$ cat config.mk
export PLATFORM = sky130hd
export DESIGN_NAME = bcd_field_counter
export DESIGN_NICKNAME = d
export VERILOG_FILES = /design/src/rtl/bcd_field_counter.sv
export SDC_FILE = /design/constraint.sdc
export NUM_CORES = 1
export LEC_CHECK = 0
export BUFFER_PORTS_ARGS = -buffer_cell sky130_fd_sc_hd__buf_2
export CORE_ASPECT_RATIO = 1.25
export CORE_UTILIZATION = 55
export CTS_BUF_LIST = sky130_fd_sc_hd__clkbuf_2
export DETAILED_ROUTE_END_ITERATION = 10
export HOLD_SLACK_MARGIN = 0.08
export PLACE_DENSITY = 0.8
export SETUP_SLACK_MARGIN = 0.4
export SLEW_MARGIN = 5
export SYNTH_ARGS = -nofsm -noshare
export SYNTH_HDL_FRONTEND = slang
export SYNTH_SLANG_ARGS = --single-unit
$ cat constraint.sdc
create_clock -name clk -period 5.5 [get_ports clk]
set_input_delay 1.65 -clock clk [delete_from_list [all_inputs] [get_ports clk]]
set_output_delay 1.65 -clock clk [all_outputs]
set_load 0.01 [all_outputs]
$ cat src/rtl/bcd_field_counter.sv
// One BCD field (sec/min/hour/day/month/year) of a clock/calendar chain.
// Supports tick/inc/dec with wrap, parallel load, clamp to a runtime bound, and registered cascade pulses.
module bcd_field_counter #(
    parameter int DIGITS    = 2,
    parameter int MIN_VAL   = 0,
    parameter int RESET_VAL = 0
) (
    input  logic                  clk,
    input  logic                  rst,
    input  logic                  tick,
    input  logic                  inc,
    input  logic                  dec,
    input  logic                  load,
    input  logic [4*DIGITS-1:0]   load_val,
    input  logic [4*DIGITS-1:0]   max_val,
    output logic [4*DIGITS-1:0]   value,
    output logic                  carry_out,
    output logic                  borrow_out,
    output logic                  at_max,
    output logic                  load_err
);

    localparam int W = 4 * DIGITS;

    function automatic logic [W-1:0] to_bcd(input int v);
        logic [W-1:0] r;
        int t;
        r = '0;
        t = v;
        for (int k = 0; k < DIGITS; k++) begin
            r[4*k +: 4] = 4'(t % 10);
            t = t / 10;
        end
        return r;
    endfunction

    localparam logic [W-1:0] MIN_BCD = to_bcd(MIN_VAL);
    localparam logic [W-1:0] RST_BCD = to_bcd(RESET_VAL);

    logic [W-1:0]    value_reg, value_next;
    logic            carry_reg, carry_next;
    logic            borrow_reg, borrow_next;
    logic            err_reg, err_next;

    logic [W-1:0]    max_s;
    logic [W-1:0]    inc_val;
    logic [W-1:0]    dec_val;
    logic [DIGITS:0] inc_c;
    logic [DIGITS:0] dec_b;
    logic [DIGITS-1:0] ld_digit_ok;

    assign inc_c[0] = 1'b1;
    assign dec_b[0] = 1'b1;

    genvar gi;
    generate
        for (gi = 0; gi < DIGITS; gi++) begin : g_digit
            logic [3:0] d;
            assign d = value_reg[4*gi +: 4];
            // An illegal bound digit is treated as 9 so value can never pick up a non-BCD digit.
            assign max_s[4*gi +: 4] = (max_val[4*gi +: 4] > 4'd9) ? 4'd9 : max_val[4*gi +: 4];
            assign ld_digit_ok[gi]  = (load_val[4*gi +: 4] <= 4'd9);

            assign inc_val[4*gi +: 4] = !inc_c[gi] ? d : ((d == 4'd9) ? 4'd0 : d + 4'd1);
            assign inc_c[gi+1]        = inc_c[gi] & (d == 4'd9);
            assign dec_val[4*gi +: 4] = !dec_b[gi] ? d : ((d == 4'd0) ? 4'd9 : d - 4'd1);
            assign dec_b[gi+1]        = dec_b[gi] & (d == 4'd0);
        end
    endgenerate

    logic degenerate;
    logic load_ok;
    logic all_nine;

    assign degenerate = (max_s < MIN_BCD);
    assign load_ok    = (&ld_digit_ok) && (load_val >= MIN_BCD) && (load_val <= max_s);
    assign all_nine   = inc_c[DIGITS];

    always_comb begin
        value_next  = value_reg;
        carry_next  = 1'b0;
        borrow_next = 1'b0;
        err_next    = 1'b0;
        if (load) begin
            if (load_ok) begin
                value_next = load_val;
            end else begin
                err_next = 1'b1;
            end
        end else if (inc && dec) begin
            value_next = value_reg;
        end else if (dec) begin
            borrow_next = 1'b1;
            if (degenerate) begin
                value_next = MIN_BCD;
            end else if (value_reg <= MIN_BCD) begin
                value_next = max_s;
            end else begin
                value_next  = dec_val;
                borrow_next = 1'b0;
            end
        end else if (inc || tick) begin
            // all_nine guards the top digit when the bound itself is malformed.
            if (value_reg >= max_s || all_nine) begin
                value_next = MIN_BCD;
                carry_next = 1'b1;
            end else begin
                value_next = inc_val;
            end
        end else if (degenerate) begin
            value_next = MIN_BCD;
        end else if (value_reg > max_s) begin
            value_next = max_s;
        end
    end

    always_ff @(posedge clk) begin
        if (rst) begin
            value_reg  <= RST_BCD;
            carry_reg  <= 1'b0;
            borrow_reg <= 1'b0;
            err_reg    <= 1'b0;
        end else begin
            value_reg  <= value_next;
            carry_reg  <= carry_next;
            borrow_reg <= borrow_next;
            err_reg    <= err_next;
        end
    end

    assign value      = value_reg;
    assign carry_out  = carry_reg;
    assign borrow_out = borrow_reg;
    assign load_err   = err_reg;
    assign at_max     = (value_reg == max_val);

endmodule

# [Yosys cells after proc, flatten, opt, wreduce, memory -nomap -nowiden]
# Index checks and enable logic that the tools add are counted.
[word_totals] reg_bits=11 output_inout_bits=12 wordCells=66
[classes] addsub=4 n_lt_le_gt_ge=10 n_eq_ne=7 n_mux=22 bitwise_logic=4 reduce_logical=14
[op_table] cell="8-bit 2-to-1 mux" n=10
[op_table] cell="4-bit 2-to-1 mux" n=8
[op_table] cell="4-bit by 1-bit adder with 4-bit output (second input constant)" n=2
[op_table] cell="4-bit equality test (second input constant)" n=2
[op_table] cell="8-bit equality test" n=1
[op_table] cell="8-bit by 1-bit >= comparator with 1-bit output (second input constant)" n=1
[op_table] cell="8-bit >= comparator" n=1
[op_table] cell="4-bit greater-than comparator (second input constant)" n=2
[op_table] cell="8-bit greater-than comparator" n=1
[op_table] cell="4-bit less-or-equal comparator (second input constant)" n=2
[op_table] cell="8-bit by 1-bit less-or-equal comparator with 1-bit output (second input constant)" n=1
[op_table] cell="8-bit less-or-equal comparator" n=1
[op_table] cell="4-bit logical NOT" n=2
[op_table] cell="8-bit by 1-bit less-than comparator with 1-bit output (second input constant)" n=1
[op_table] cell="4-bit by 1-bit subtractor with 4-bit output (second input constant)" n=2
[op_table] cell="5-bit by 1-bit != test with 1-bit output (second input constant)" n=1
[op_table] cell="5-bit by 4-bit != test with 1-bit output (second input constant)" n=1
[op_table] cell="5-bit AND reduction" n=1
[op_table] cell="5-bit nonzero test" n=1
[op_table] cell="5-bit OR reduction" n=1
[op_table] cell="1-bit 2-to-1 mux" n=4
[op_table] cell="4-bit OR reduction" n=1
[op_table] cell="1-bit logical AND" n=3
[op_table] cell="1-bit NOT" n=3
[op_table] cell="other kinds (7)" n=8

# [Depth between registers and ports, before layout]
[depth] ltp_word=9 depth_mapped=12

# [Least setup slack after synthesis]
# OpenSTA, ideal clock, no wires.
[synth_timing] path_type="input to output" from="in max_val[3]" to="out at_max" arrival_time_ps=2273 required_time_ps=3850 setup_slack_ps=1577 cell_stages=4 path_buffers=0 cell_sequence="inv_1 -> ha_1 -> nand4_1 -> nor2_1"
[synth_via] elab_chain_len=1
[synth_rtl] item="from (decl)" line_no="15" text="input logic [4*DIGITS-1:0] max_val,"
[synth_rtl] item="8-bit equality test" line_no="135" text="assign at_max = (value_reg == max_val);"
[synth_rtl] item="to (decl)" line_no="19" text="output logic at_max,"
# No other way between the ends.

# [Worst setup path after layout]
# Ends and elaborated chain as after synthesis.

==> results.yml <==
finish:
  final-seq-area_um2: 220
  largest_reg_flops: 8
  syn_to_final_growth_pct: 13.8
  final_cell_mix: "buf_2, ha_1, a21oi_1"
  multi_input_area_mm2: 0.00116
  drive_above_1_share_pct: 20.5
  antenna_cells: 0
  fillCellCount: 218
  fin_nets: 265
  final_common_cell: "buf_2"
timing:
  hold_viol_final: 0
  clock-skew-final_ns: 0.0142
  tightest_slew_ns: 0.685
  finalCriticalPeriod_ns: 4.13
  slew_headroom_pct: 53.9
  setup_slack_ns: 1.37
  slew_viol_final: 0
  setup_violations: 0
  fin_crit_sh_pct: 75.2
  rsz0062_at_grt: "no"
  setup_tns_ns: 0
  max_freq_mhz: 242
clock_network:
  clk_latency_ns: 0.27
  cts_max_level: 1
  cts_resized: 0
  cts_buffer_depth: 2
  post-cts-setup-buffer-count: 0
  holdBufCountCts: 0
  cts-root-buf: "clkbuf_2"
  cts_sinks: 11
  clkTransAtPathRegs_ns: 0.12
  numCtsBuffers: 3
  cts_tree: "built"
detailed_routing:
  drc_errors: 0
  avgRoutedWirePerCell_um: 16.5
  drt_iter0_markers: 68
  firstDrtPassIters: 5
  avgViaCountPerCell: 6.36
  vias: 1609
  ant_nets: 0
  wl_mm: 4.17
floorplan:
  ios: 34
  dieArea_mm2: 0.00283
  fp.dieH_um: 59.2
  start_util_pct: 58.8
  dieWidth_um: 47.8
  rows: 20
  core_mm2: 0.00245
logic_synthesis:
  yosysUniqueCellTypes: 42
  ys.flop_type: "dfxtp_1"
  ys.warnings.count: 0
  syn_nets: 233
  synth-seq-area-share_pct: 15.3
  synth_edf_count: 0
  postSynth.asyncResetShare_pct: 0
  synth_cells: 189
  syn_area_per_cell_um2: 7.63
  syn_area_mm2: 0.00144
  postSynthRegisterBits: 11
job:
  drv_cap: 0
worst_setup_path:
  cp.required_ns: 3.85
  cp_top_family: "adder cells"
  critPathCaptureType: "output port"
  cp_data_arrival_time_ns: 2.48
  critPathSlowestCell: "ha_1"
  worstPathCellList: "buf_2 > inv_1 > ha_1 > nand4_1 > nor2_1 > buf_2"
  crit_top_cell: "buf_2"
  cp_max_fo: 5
  path_buf_inv: 3
  critPathLaunchType: "primary input"
  critical-path-max-stage-delay_ns: 0.34
  critical_path_class: "in2out"
power_and_ir_drop:
  pwr-share-comb_pct: 52.1
  p_sw_w: 0.000151
  power_frac_clock_pct: 14.4
  peakVddDrop_mv: 0.153
  internal_power_w: 0.000181
  p_per_area_mw_per_mm2: 202
  switching_share_pct: 45.5
  p_seq_share_pct: 33.5
  p_leak_nw: 0.705
grt:
  grt_antenna_before_repair: 0
  grt_max_degree: 18
  grt_usage_pct: 32.3
  overflow: 0
  grt_first_pass_wirelength_mm: 6.60
  grt_pass1_vias: 1490
worst_hold_path:
  holdCritPathClass: "reg2reg"
place:
  place_ws_ns: 1.36
  place_congestion: 0.915
  port_buffers: 33
  hpwl_mm: 3.25
outcome:
  status: "complete, no violations"
==> cell families after synthesis <==
family / share of synthesized area [%]
buffers and inverters: 3.99
AO/OA/AOI/OAI: 29.0
XOR/XNOR: 5.47
flip-flops: 15.3
multiplexers: 1.39
adder cells (fa/ha/maj): 19.1
AND/OR/NAND/NOR: 25.8
==> area by class of cell <==
type                            instances  share of cell area [%]
Multi-Input combinational cell        164                    70.9
Sequential cell                        11                    13.4
Clock buffer                            4                    1.22
Timing Repair Buffer                   33                    10.1
Tap cell                               33                    2.52
Inverter                                8                    1.83
==> power by group through the flow <==
stage / sequential (W) / combinational [W] / clock (W)
after CTS: 0.000110 / 0.000171 / 0.0000477
final: 0.000111 / 0.000173 / 0.0000479
after floorplan: 0.000105 / 0.000124 / 0
after detailed placement: 0.000112 / 0.000170 / 0
after global routing: 0.000112 / 0.000194 / 0.0000504
after global placement: 0.000112 / 0.000164 / 0
==> cells in the mapped netlist (all sizes together) (5+ instances only) <==
cell type	n	share of area, %
ha	22	19
inv	8	2.1
a21oi	21	7.3
xnor2	8	4.9
a311oi	5	3.0
nand2	16	4.2
nor2b	5	2.2
dfxtp	11	15
o21ai	13	4.5
nand4	6	2.6
nor2	14	3.6
nor3	6	2.4
==> worst min-delay path: cells and delay by family, from the launching register on <==
family | cells | cell delay [ns]
flops | 1 | 0.41
compound gates | 2 | 0.22
==> metrics by stage <==
step,power (W),instance area [µm²],hold WS [ns],cells,utilization [%]
after global placement,0.000275,1620,0.599,249,66.1
after floorplan,0.000230,1440,0.572,189,-
final,0.000332,1640,0.676,253,66.9
after CTS,0.000329,1640,0.656,253,66.9
after detailed placement,0.000281,1620,0.600,249,66.1
after global routing,0.000356,1640,0.665,253,66.9
==> path summary, 6_finish.rpt <==
path | to | cells after the start | startpoint | slack, ns
min reg2reg | value[3]$_SDFFE_PP0P_ | 2 | value[3]$_SDFFE_PP0P_ | 0.68
max | at_max | 6 | max_val[3] | 1.37
max reg2reg | value[7]$_SDFFE_PP0P_ | 7 | value[7]$_SDFFE_PP0P_ | 3.00
min | value[3]$_SDFFE_PP0P_ | 2 | value[3]$_SDFFE_PP0P_ | 0.68
==> metal layers <==
layer	GRT usage (%)	routed length (µm)
met5	0	0
met4	7.54	67
met3	5.79	232
met2	56.9	2100
met1	38.9	1770
Note: power is estimated with default switching activity, not from simulation.
